$ cat src/rtl/coax_link_ctrl.sv
// Half-duplex 3270 coax transaction sequencer: tx start, turnaround, response wait, rx recovery.
// Optional automatic single retry on TIMEOUT / RX_ERROR when COAX_LINK_CTRL_RETRY_EN is defined.
module coax_link_ctrl #(
  parameter int CLOCKS_PER_BIT        = 8,
  parameter int TURNAROUND_BITS       = 2,
  parameter int RESPONSE_TIMEOUT_BITS = 64,
  parameter int RX_RESET_CYCLES       = 2
) (
  input  logic       clk_i,
  input  logic       reset_n_i,
  input  logic       start_i,
  input  logic       expect_response_i,
  output logic       busy_o,
  output logic       tx_start_o,
  input  logic       tx_active_i,
  output logic       rx_enable_o,
  input  logic       rx_active_i,
  input  logic       rx_strobe_i,
  input  logic       rx_error_i,
  output logic       rx_reset_o,
  output logic       done_o,
  output logic [1:0] status_o,
  output logic [7:0] word_count_o
`ifdef COAX_LINK_CTRL_RETRY_EN
  ,
  output logic       retried_o
`endif
);

  localparam int TMR_W       = 16;
  localparam int TX_WAIT_CYC = 4 * CLOCKS_PER_BIT;
  localparam int TURN_CYC    = TURNAROUND_BITS * CLOCKS_PER_BIT;
  localparam int RESP_CYC    = RESPONSE_TIMEOUT_BITS * CLOCKS_PER_BIT;

  // Input sampling register plus the TX exit cycle consume 3 cycles of the turnaround,
  // so rx_enable rises exactly TURN_CYC cycles after tx_active falls on the pin.
  localparam logic [TMR_W-1:0] TX_WAIT_LOAD = TMR_W'(TX_WAIT_CYC - 1);
  localparam logic [TMR_W-1:0] TURN_LOAD    = TMR_W'(TURN_CYC - 3);
  localparam logic [TMR_W-1:0] RESP_LOAD    = TMR_W'(RESP_CYC - 1);
  localparam logic [TMR_W-1:0] RST_LOAD     = TMR_W'(RX_RESET_CYCLES - 1);

  localparam logic [1:0] ST_OK       = 2'd0;
  localparam logic [1:0] ST_TIMEOUT  = 2'd1;
  localparam logic [1:0] ST_RX_ERROR = 2'd2;
  localparam logic [1:0] ST_TX_FAULT = 2'd3;

  typedef enum logic [2:0] {
    S_IDLE, S_TX_WAIT, S_TX, S_TURN, S_RX_WAIT, S_RX, S_RECOVER, S_DONE
  } state_e;

  state_e            state_q;
  logic [TMR_W-1:0]  timer_q;
  logic              expect_resp_q;
  logic              tx_act_q, rx_act_q, rx_stb_q, rx_err_q;
  logic              busy_q, tx_start_q, rx_en_q, rx_rst_q, done_q;
  logic [1:0]        status_q;
  logic [7:0]        word_count_q;
  logic [7:0]        word_count_d;
  logic              retry_avail;

  assign word_count_d = (word_count_q == 8'hFF) ? word_count_q : word_count_q + 8'd1;

`ifdef COAX_LINK_CTRL_RETRY_EN
  logic retried_q;
  assign retry_avail = ~retried_q;
  assign retried_o   = retried_q;
`else
  assign retry_avail = 1'b0;
`endif

  always_ff @(posedge clk_i or negedge reset_n_i) begin
    if (!reset_n_i) begin
      state_q       <= S_IDLE;
      timer_q       <= '0;
      expect_resp_q <= 1'b0;
      tx_act_q      <= 1'b0;
      rx_act_q      <= 1'b0;
      rx_stb_q      <= 1'b0;
      rx_err_q      <= 1'b0;
      busy_q        <= 1'b0;
      tx_start_q    <= 1'b0;
      rx_en_q       <= 1'b0;
      rx_rst_q      <= 1'b0;
      done_q        <= 1'b0;
      status_q      <= ST_OK;
      word_count_q  <= '0;
`ifdef COAX_LINK_CTRL_RETRY_EN
      retried_q     <= 1'b0;
`endif
    end else begin
      tx_act_q   <= tx_active_i;
      rx_act_q   <= rx_active_i;
      rx_stb_q   <= rx_strobe_i;
      rx_err_q   <= rx_error_i;
      tx_start_q <= 1'b0;
      done_q     <= 1'b0;
      case (state_q)
        S_IDLE: begin
          if (start_i) begin
            expect_resp_q <= expect_response_i;
            word_count_q  <= '0;
            status_q      <= ST_OK;
            busy_q        <= 1'b1;
            tx_start_q    <= 1'b1;
            timer_q       <= TX_WAIT_LOAD;
            state_q       <= S_TX_WAIT;
`ifdef COAX_LINK_CTRL_RETRY_EN
            retried_q     <= 1'b0;
`endif
          end
        end
        S_TX_WAIT: begin
          if (tx_act_q) begin
            state_q <= S_TX;
          end else if (timer_q == '0) begin
            status_q <= ST_TX_FAULT;
            done_q   <= 1'b1;
            state_q  <= S_DONE;
          end else begin
            timer_q <= timer_q - 1'b1;
          end
        end
        S_TX: begin
          if (!tx_act_q) begin
            if (expect_resp_q) begin
              timer_q <= TURN_LOAD;
              state_q <= S_TURN;
            end else begin
              status_q <= ST_OK;
              done_q   <= 1'b1;
              state_q  <= S_DONE;
            end
          end
        end
        S_TURN: begin
          if (timer_q == '0) begin
            rx_en_q <= 1'b1;
            timer_q <= RESP_LOAD;
            state_q <= S_RX_WAIT;
          end else begin
            timer_q <= timer_q - 1'b1;
          end
        end
        S_RX_WAIT: begin
          if (rx_err_q) begin
            rx_en_q  <= 1'b0;
            rx_rst_q <= 1'b1;
            status_q <= ST_RX_ERROR;
            timer_q  <= RST_LOAD;
            state_q  <= S_RECOVER;
          end else if (rx_act_q) begin
            if (rx_stb_q) word_count_q <= word_count_d;
            state_q <= S_RX;
          end else if (timer_q == '0) begin
            rx_en_q <= 1'b0;
            if (retry_avail) begin
              word_count_q <= '0;
              status_q     <= ST_OK;
              tx_start_q   <= 1'b1;
              timer_q      <= TX_WAIT_LOAD;
              state_q      <= S_TX_WAIT;
`ifdef COAX_LINK_CTRL_RETRY_EN
              retried_q    <= 1'b1;
`endif
            end else begin
              status_q <= ST_TIMEOUT;
              done_q   <= 1'b1;
              state_q  <= S_DONE;
            end
          end else begin
            timer_q <= timer_q - 1'b1;
          end
        end
        S_RX: begin
          if (rx_stb_q) word_count_q <= word_count_d;
          if (rx_err_q) begin
            rx_en_q  <= 1'b0;
            rx_rst_q <= 1'b1;
            status_q <= ST_RX_ERROR;
            timer_q  <= RST_LOAD;
            state_q  <= S_RECOVER;
          end else if (!rx_act_q) begin
            rx_en_q  <= 1'b0;
            status_q <= ST_OK;
            done_q   <= 1'b1;
            state_q  <= S_DONE;
          end
        end
        S_RECOVER: begin
          if (timer_q == '0) begin
            rx_rst_q <= 1'b0;
            if (retry_avail) begin
              word_count_q <= '0;
              status_q     <= ST_OK;
              tx_start_q   <= 1'b1;
              timer_q      <= TX_WAIT_LOAD;
              state_q      <= S_TX_WAIT;
`ifdef COAX_LINK_CTRL_RETRY_EN
              retried_q    <= 1'b1;
`endif
            end else begin
              done_q  <= 1'b1;
              state_q <= S_DONE;
            end
          end else begin
            timer_q <= timer_q - 1'b1;
          end
        end
        S_DONE: begin
          busy_q  <= 1'b0;
          state_q <= S_IDLE;
        end
        default: begin
          busy_q  <= 1'b0;
          state_q <= S_IDLE;
        end
      endcase
    end
  end

  assign busy_o       = busy_q;
  assign tx_start_o   = tx_start_q;
  assign rx_enable_o  = rx_en_q;
  assign rx_reset_o   = rx_rst_q;
  assign done_o       = done_q;
  assign status_o     = status_q;
  assign word_count_o = word_count_q;

endmodule

$ cat config.mk
export PLATFORM = sky130hd
export DESIGN_NAME = coax_link_ctrl
export DESIGN_NICKNAME = d
export VERILOG_FILES = /design/src/rtl/coax_link_ctrl.sv
export SDC_FILE = /design/constraint.sdc
export NUM_CORES = 1
export LEC_CHECK = 0
export CELL_PAD_IN_SITES_DETAIL_PLACEMENT = 1
export CELL_PAD_IN_SITES_GLOBAL_PLACEMENT = 1
export CORE_UTILIZATION = 45
export DETAILED_ROUTE_END_ITERATION = 8
export MAX_ROUTING_LAYER = met4
export PLACE_DENSITY_LB_ADDON = 0.1
export SLEW_MARGIN = 5
export SYNTH_ARGS = -nofsm -noshare
export SYNTH_HDL_FRONTEND = slang
export SYNTH_SLANG_ARGS = --single-unit
$ cat constraint.sdc
create_clock -name clk_i -period 5.3 [get_ports clk_i]
set_input_delay 0.53 -clock clk_i [delete_from_list [all_inputs] [get_ports clk_i]]
set_output_delay 0.53 -clock clk_i [all_outputs]
set_load 0.01 [all_outputs]
Word-level counts from Yosys, hierarchy flattened:

Cells that the tools add are included.

* add/sub/neg operators: 2
* eq/ne operators: 23
* mux-type cells: 60
* reductions and logical operators: 17

Operator list (number)
* $mux 16: 9
* $pmux 16 s7: 1
* $mux 8: 5
* $mux 3: 10
* $pmux 3 s8: 1
* $pmux 8 s3: 1
* $ne 2x2->1 const B: 11
* $mux 2: 10
* $mux 1: 18
* $logic_not 16->1: 1
* $sub 16x1->16 const B: 1
* $eq 3x3->1 const B: 4
* $pmux 2 s5: 1
* $ne 3x3->1 const B: 3
* $reduce_and 9->1: 1
* $add 8x1->8 const B: 1
* $eq 8x8->1 const B: 1
* $reduce_and 4->1: 2
* $reduce_and 7->1: 1
* $reduce_bool 7->1: 1
* $eq 3x2->1 const B: 2
* $reduce_bool 3->1: 2
* $pmux 1 s5: 1
* $reduce_and 5->1: 1
* other kinds (10): 13

* flip-flop bits (word level): 39
* bits of input ports: 8
* output and inout bits: 15
* word-level logic and storage cells: 116

Depth between registers and ports, before layout:

* depth after elaboration: 6
* gate-level depth with buffers: 11

Worst setup path before layout:

No wires, ideal clock.

* path kind: register to register
* from: reg timer_q[0]
* to: reg timer_q[0]
* data arrival time: 2083 ps
* required time: 5223 ps
* setup slack: 3139 ps
* cell stages (with the launch flop): 12
* buffers on the path: 0
* clock period less this slack: 2161 ps
* path through: dfrtp_1 > inv_1 > ha_1 > nor3b_2 > nand2_1 > nor2_2 > inv_2 > ha_1 > nor3b_1 > o21ai_0 > o2111a_1 > a21oi_1

* cells in the longest elaborated chain, start to end: 5
* elaborated cells on any way between the ends: 8
* classes of those cells: add/sub: 1; mux: 6; reduce/logical: 1

RTL lines
* from (decl): RTL line 52 `logic [TMR_W-1:0] timer_q;`
* from (signal assigned): RTL line 120 `timer_q <= timer_q - 1'b1;`
* from (signal assigned): RTL line 141 `timer_q <= timer_q - 1'b1;`
* from (signal assigned): RTL line 171 `timer_q <= timer_q - 1'b1;`
* $sub 16x1->16 or $logic_not 16->1 (tied branches)
* $mux 16: RTL line 115, 154, 190
* $mux 16: RTL line 151 `end else if (rx_act_q) begin`
* $mux 16: RTL line 145 `if (rx_err_q) begin`
* $pmux 16 s7 *: RTL line 97 `case (state_q)`

Mark *: on every way between the ends. The rest lies on a longest branch, timed or not. The select of a mux whose other input is x is not followed.
A chain may end at the register's enable or synchronous reset.

Worst setup path in the final report:

Ends and elaborated chain as after synthesis.

==> summary.md <==
| Metric | Value |
|---|---|
| Post-cts sizing count | `0` |
| Met2 track utilization from global routing | `0.389` |
| Final setup violation count | `0` |
| CP Capture Type | `register` |
| DP HPWL | `about 4700 um` |
| Initial standard-cell utilization of the core | `0.473` |
| Synth-to-Final Area Change | `12.4%` |
| Yosys Warn Count | `0` |
| Total routed wirelength | `6670 um` |
| Synth top area cells | `sky130_fd_sc_hd__dfrtp_1 (40%), sky130_fd_sc_hd__o21ai_0 (6.3%), sky130_fd_sc_hd__a21oi_1 (4.7%)` |
| Starting DRT DRC Count | `124` |
| Area leader, netlist | `sky130_fd_sc_hd__dfrtp_1` |
| Flip-flop and latch count after synthesis | `39` |
| Die footprint | `between 0.005 and 0.006 sq mm` |
| Floorplan core area | `approximately 0.0052 sq mm` |
| Capture point of the critical path | `timer_q[0]$_DFFE_PN0P_` |
| Clock tree root driver cell | `sky130_fd_sc_hd__clkbuf_8` |
| Maximum root-to-sink buffer count | `2` |
| Post-CTS repair timing setup buffer count | `0` |
| Count of antenna diodes in the layout | `0` |
| Crit Reg-Reg Endpoint | `timer_q[0]$_DFFE_PN0P_` |
| Source-to-sink clock delay at the later pin of the worst-skew pair | `0.29 ns` |
| Worst slew pin tran | `~0.93 ns` |
| Clock transition at the register clock pins on the worst setup and hold paths after CTS | `around 0.070 ns` |
| Die Y | `75.7 um` |
| Required time of the critical path | `5.51 ns` |
| Maximum operating frequency | `between 300 and 400 MHz` |
| Top flip-flop cell by instance count after synthesis | `sky130_fd_sc_hd__dfrtp_1` |
| Fraction of registers with async set or reset after synthesis | `1.00` |
| Total routing usage reported by global routing | `0.266` |
| Routed WL per cell | `about 18 um` |
| CTS Hold Buffers Added | `0` |
| Worst Skew | `~0.0073 ns` |
| Power per cell area | `~620 mW/mm^2` |
| Final Hold Violating Endpoints | `0` |
| Maximum fanout count along the critical path | `10` |
| Net count of the finished layout | `a little over 300` |
| Antenna-violating nets left | `0` |
| Post-Synthesis Cells | `286` |
| IO Port Bufs | `22` |
| Placer congestion estimate | `0.820` |
| TritonCTS clock tree | `yes` |
| Number of buffers added by the clock tree synthesis step | `5` |
| Placement-stage worst setup slack | `2.31 ns` |
| Number of distinct library cells after synthesis | `57` |
| Detail-routed via count per cell | `6.16` |
| Critical R2R Launch | `timer_q[0]$_DFFE_PN0P_` |
| FF-to-FF path depth | `11` |
| Share of final-layout standard cells stronger than drive strength 1 | `0.0702` |
| Standby leakage power | `between 1 and 1.5 nW` |
| Post-synthesis cell area | `0.00245 sq mm` |
| Ratio of final minimum period to clock period | `0.568` |
| H-tree depth | `2` |
| Register-to-register setup slack | `around 2.3 ns` |
| Crit path DAT | `between 3 and 4 ns` |
| Post-detailed-route DRC marker count | `0` |
| Number of global-route vias before repair | `roughly 2200` |
| I/O pin total | `23` |
| Path class of the lowest-slack min-delay path | `input pin to async pin` |
| Global-route wire length before repair | `about 11000 um` |
| Vias after detailed routing | `roughly 2300` |
| Outcome | `complete, no violations` |
| Remaining global-route overflow | `0` |
| Horizontal extent of the die | `75.7 um` |
| Max-capacitance violation count | `0` |
| Final worst setup slack | `approximately 2.3 ns` |
| Number of rows created at floorplan | `26` |
| Syn_area_per_cell | `around 8.6 sq um` |
| Share of synthesized area occupied by flip-flops and latches | `0.399` |
| Critical path launch point | `timer_q[0]$_DFFE_PN0P_` |
| Antenna violations before repair | `0` |
| Worst ir drop on vdd | `~0.32 mV` |
| CP Class | `register to register` |
| Final min period | `3.01 ns` |
| Met1 track demand over resource | `0.382` |
| Setup repair after global routing missed its margin | `no` |
| Net count of the mapped netlist | `just under 300` |
| Number of optimization iterations in the first detailed-route pass | `4` |
| Summed negative setup slack over all endpoints | `0 ns` |
| Largest net degree at the start of global routing | `40` |
| Global-route layer with the greatest usage | `met2` |
| Number of synthesized flops with an enable pin | `0` |
| Number of clock sinks | `39` |
| Count of filler cells inserted in the layout | `roughly 630` |
| Global-route track usage on met3 | `0.0397` |
| Critical Path Source Type | `register` |
| Top-area cell type share of the netlist area | `0.399` |
| Slew Limit Fails | `0` |
| Worst max-slew margin expressed relative to the limit | `0.381` |
kinds of logic (layout without fill, tap and decap cells):
kind of cell / after synthesis / in the layout / share of synthesized area
simple gates: 109 / 109 / 0.242
compound gates: 109 / 109 / 0.291
fa+ha+maj: 3 / 3 / 0.0153
mux: 2 / 2 / 0.00920
flops: 39 / 39 / 0.399
buf+inv: 24 / 37 / 0.0429
synthesized netlist by cell type, drive strengths merged, types with 5 or more instances:
| master | instances |
|---|---|
| nor2 | 25 |
| nand2 | 22 |
| nor3b | 5 |
| o31ai | 7 |
| a31oi | 9 |
| nor2b | 8 |
| inv | 9 |
| dfrtp | 39 |
| o21ai | 32 |
| clkbuf | 11 |
| and3 | 5 |
| nand3 | 11 |
| a21oi | 23 |
| nand2b | 10 |
| nor3 | 5 |
report_power, final:
group | internal, mW | switching [mW] | leakage [nW]
registers | 0.403 | 0.196 | 0.505
logic | 0.387 | 0.533 | 0.589
clock network | 0.0878 | 0.0984 | 0.0371
total | 0.878 | 0.827 | 1.13
cell type report:
type | instances | area, sq um | share of cell area
Sequential cell | 39 | 976 | 0.355
Tap cell | 70 | 87.6 | 0.0318
Clock buffer | 6 | 72.6 | 0.0264
Multi-Input combinational cell | 223 | 1370 | 0.497
Timing Repair Buffer | 22 | 215 | 0.0782
Inverter | 9 | 33.8 | 0.0123
worst min path at each step:
stage / slack, ns / endpoint / cells after the start / from
global route: 0.45 / word_count_o[6]$_DFFE_PN0P_ / 1 / reset_n_i
detailed placement: 0.48 / status_o[0]$_DFFE_PN0P_ / 1 / status_o[0]$_DFFE_PN0P_
floorplan: 0.23 / busy_o$_DFFE_PN0P_ / 0 / reset_n_i
CTS: 0.39 / word_count_o[6]$_DFFE_PN0P_ / 1 / reset_n_i
finish: 0.37 / word_count_o[0]$_DFFE_PN0P_ / 1 / reset_n_i
global placement: 0.48 / rx_enable_o$_DFFE_PN0P_ / 1 / rx_enable_o$_DFFE_PN0P_
through the flow:
step           power [mW]  instances   util  hold WS, ns  instance area [sq um]
4_1_cts              1.70        369  0.532        0.393                   2750
3_3_place_gp         1.49        363  0.518        0.479                   2680
5_1_grt              1.85        369  0.532        0.448                   2750
3_5_place_dp         1.51        363  0.518        0.480                   2680
2_1_floorplan        1.20        286      -        0.234                   2450
6_report             1.71        369  0.532        0.370                   2750
registers in the layout, summed over array words and instances (netlist names), 2 cells and up:
name,flops
status_o,2
timer_q,16
word_count_o,8
state_q,3
critical path, cell delays in order, from the launching register on:
cell and delay [ns]:
sky130_fd_sc_hd__dfrtp_1 0.44, sky130_fd_sc_hd__inv_1 0.10, sky130_fd_sc_hd__ha_1 0.24, sky130_fd_sc_hd__nor3b_2 0.46, sky130_fd_sc_hd__nand2_1 0.20, sky130_fd_sc_hd__nor2_2 0.38
sky130_fd_sc_hd__inv_2 0.19, sky130_fd_sc_hd__ha_1 0.24, sky130_fd_sc_hd__nor3b_1 0.18, sky130_fd_sc_hd__o21ai_0 0.17, sky130_fd_sc_hd__o2111a_1 0.20, sky130_fd_sc_hd__a21oi_1 0.12
cells in the final DEF, fill, tap and decap left out, types with 2 or more instances in the layout:
cell	netlist	layout
sky130_fd_sc_hd__o31ai_1	7	7
sky130_fd_sc_hd__nor2b_1	7	7
sky130_fd_sc_hd__nor3_1	5	5
sky130_fd_sc_hd__or3_1	2	2
sky130_fd_sc_hd__nand2_1	22	22
sky130_fd_sc_hd__clkbuf_8	0	5
sky130_fd_sc_hd__nand2b_1	9	9
sky130_fd_sc_hd__ha_1	3	3
sky130_fd_sc_hd__o41ai_1	2	2
sky130_fd_sc_hd__a21oi_1	23	23
sky130_fd_sc_hd__nand4_1	3	3
sky130_fd_sc_hd__a2111oi_0	2	2
sky130_fd_sc_hd__nor4_2	2	2
sky130_fd_sc_hd__a21o_1	4	4
sky130_fd_sc_hd__inv_1	8	8
sky130_fd_sc_hd__mux2_2	2	2
sky130_fd_sc_hd__dfrtp_1	39	39
sky130_fd_sc_hd__nand3_1	11	11
sky130_fd_sc_hd__and2_1	3	3
sky130_fd_sc_hd__nor4_1	2	2
sky130_fd_sc_hd__a311o_1	2	2
sky130_fd_sc_hd__o211ai_1	4	4
sky130_fd_sc_hd__a31oi_1	9	9
sky130_fd_sc_hd__o22a_1	2	2
sky130_fd_sc_hd__a22oi_1	3	3
sky130_fd_sc_hd__a22o_1	3	3
sky130_fd_sc_hd__o22ai_1	3	3
sky130_fd_sc_hd__nor2_1	24	24
sky130_fd_sc_hd__a211o_1	2	2
sky130_fd_sc_hd__o21ai_0	31	31
sky130_fd_sc_hd__clkdlybuf4s50_1	0	21
sky130_fd_sc_hd__o21a_1	2	2
sky130_fd_sc_hd__nor3b_1	4	4
sky130_fd_sc_hd__and3_1	5	5
routing by layer:
metal,vias up,share of wire
met5,-,0
met4,0,0.014
met3,12,0.027
met2,36,0.46
met1,1137,0.50
li1,1088,-
Note: power is estimated with default switching activity, not from simulation.
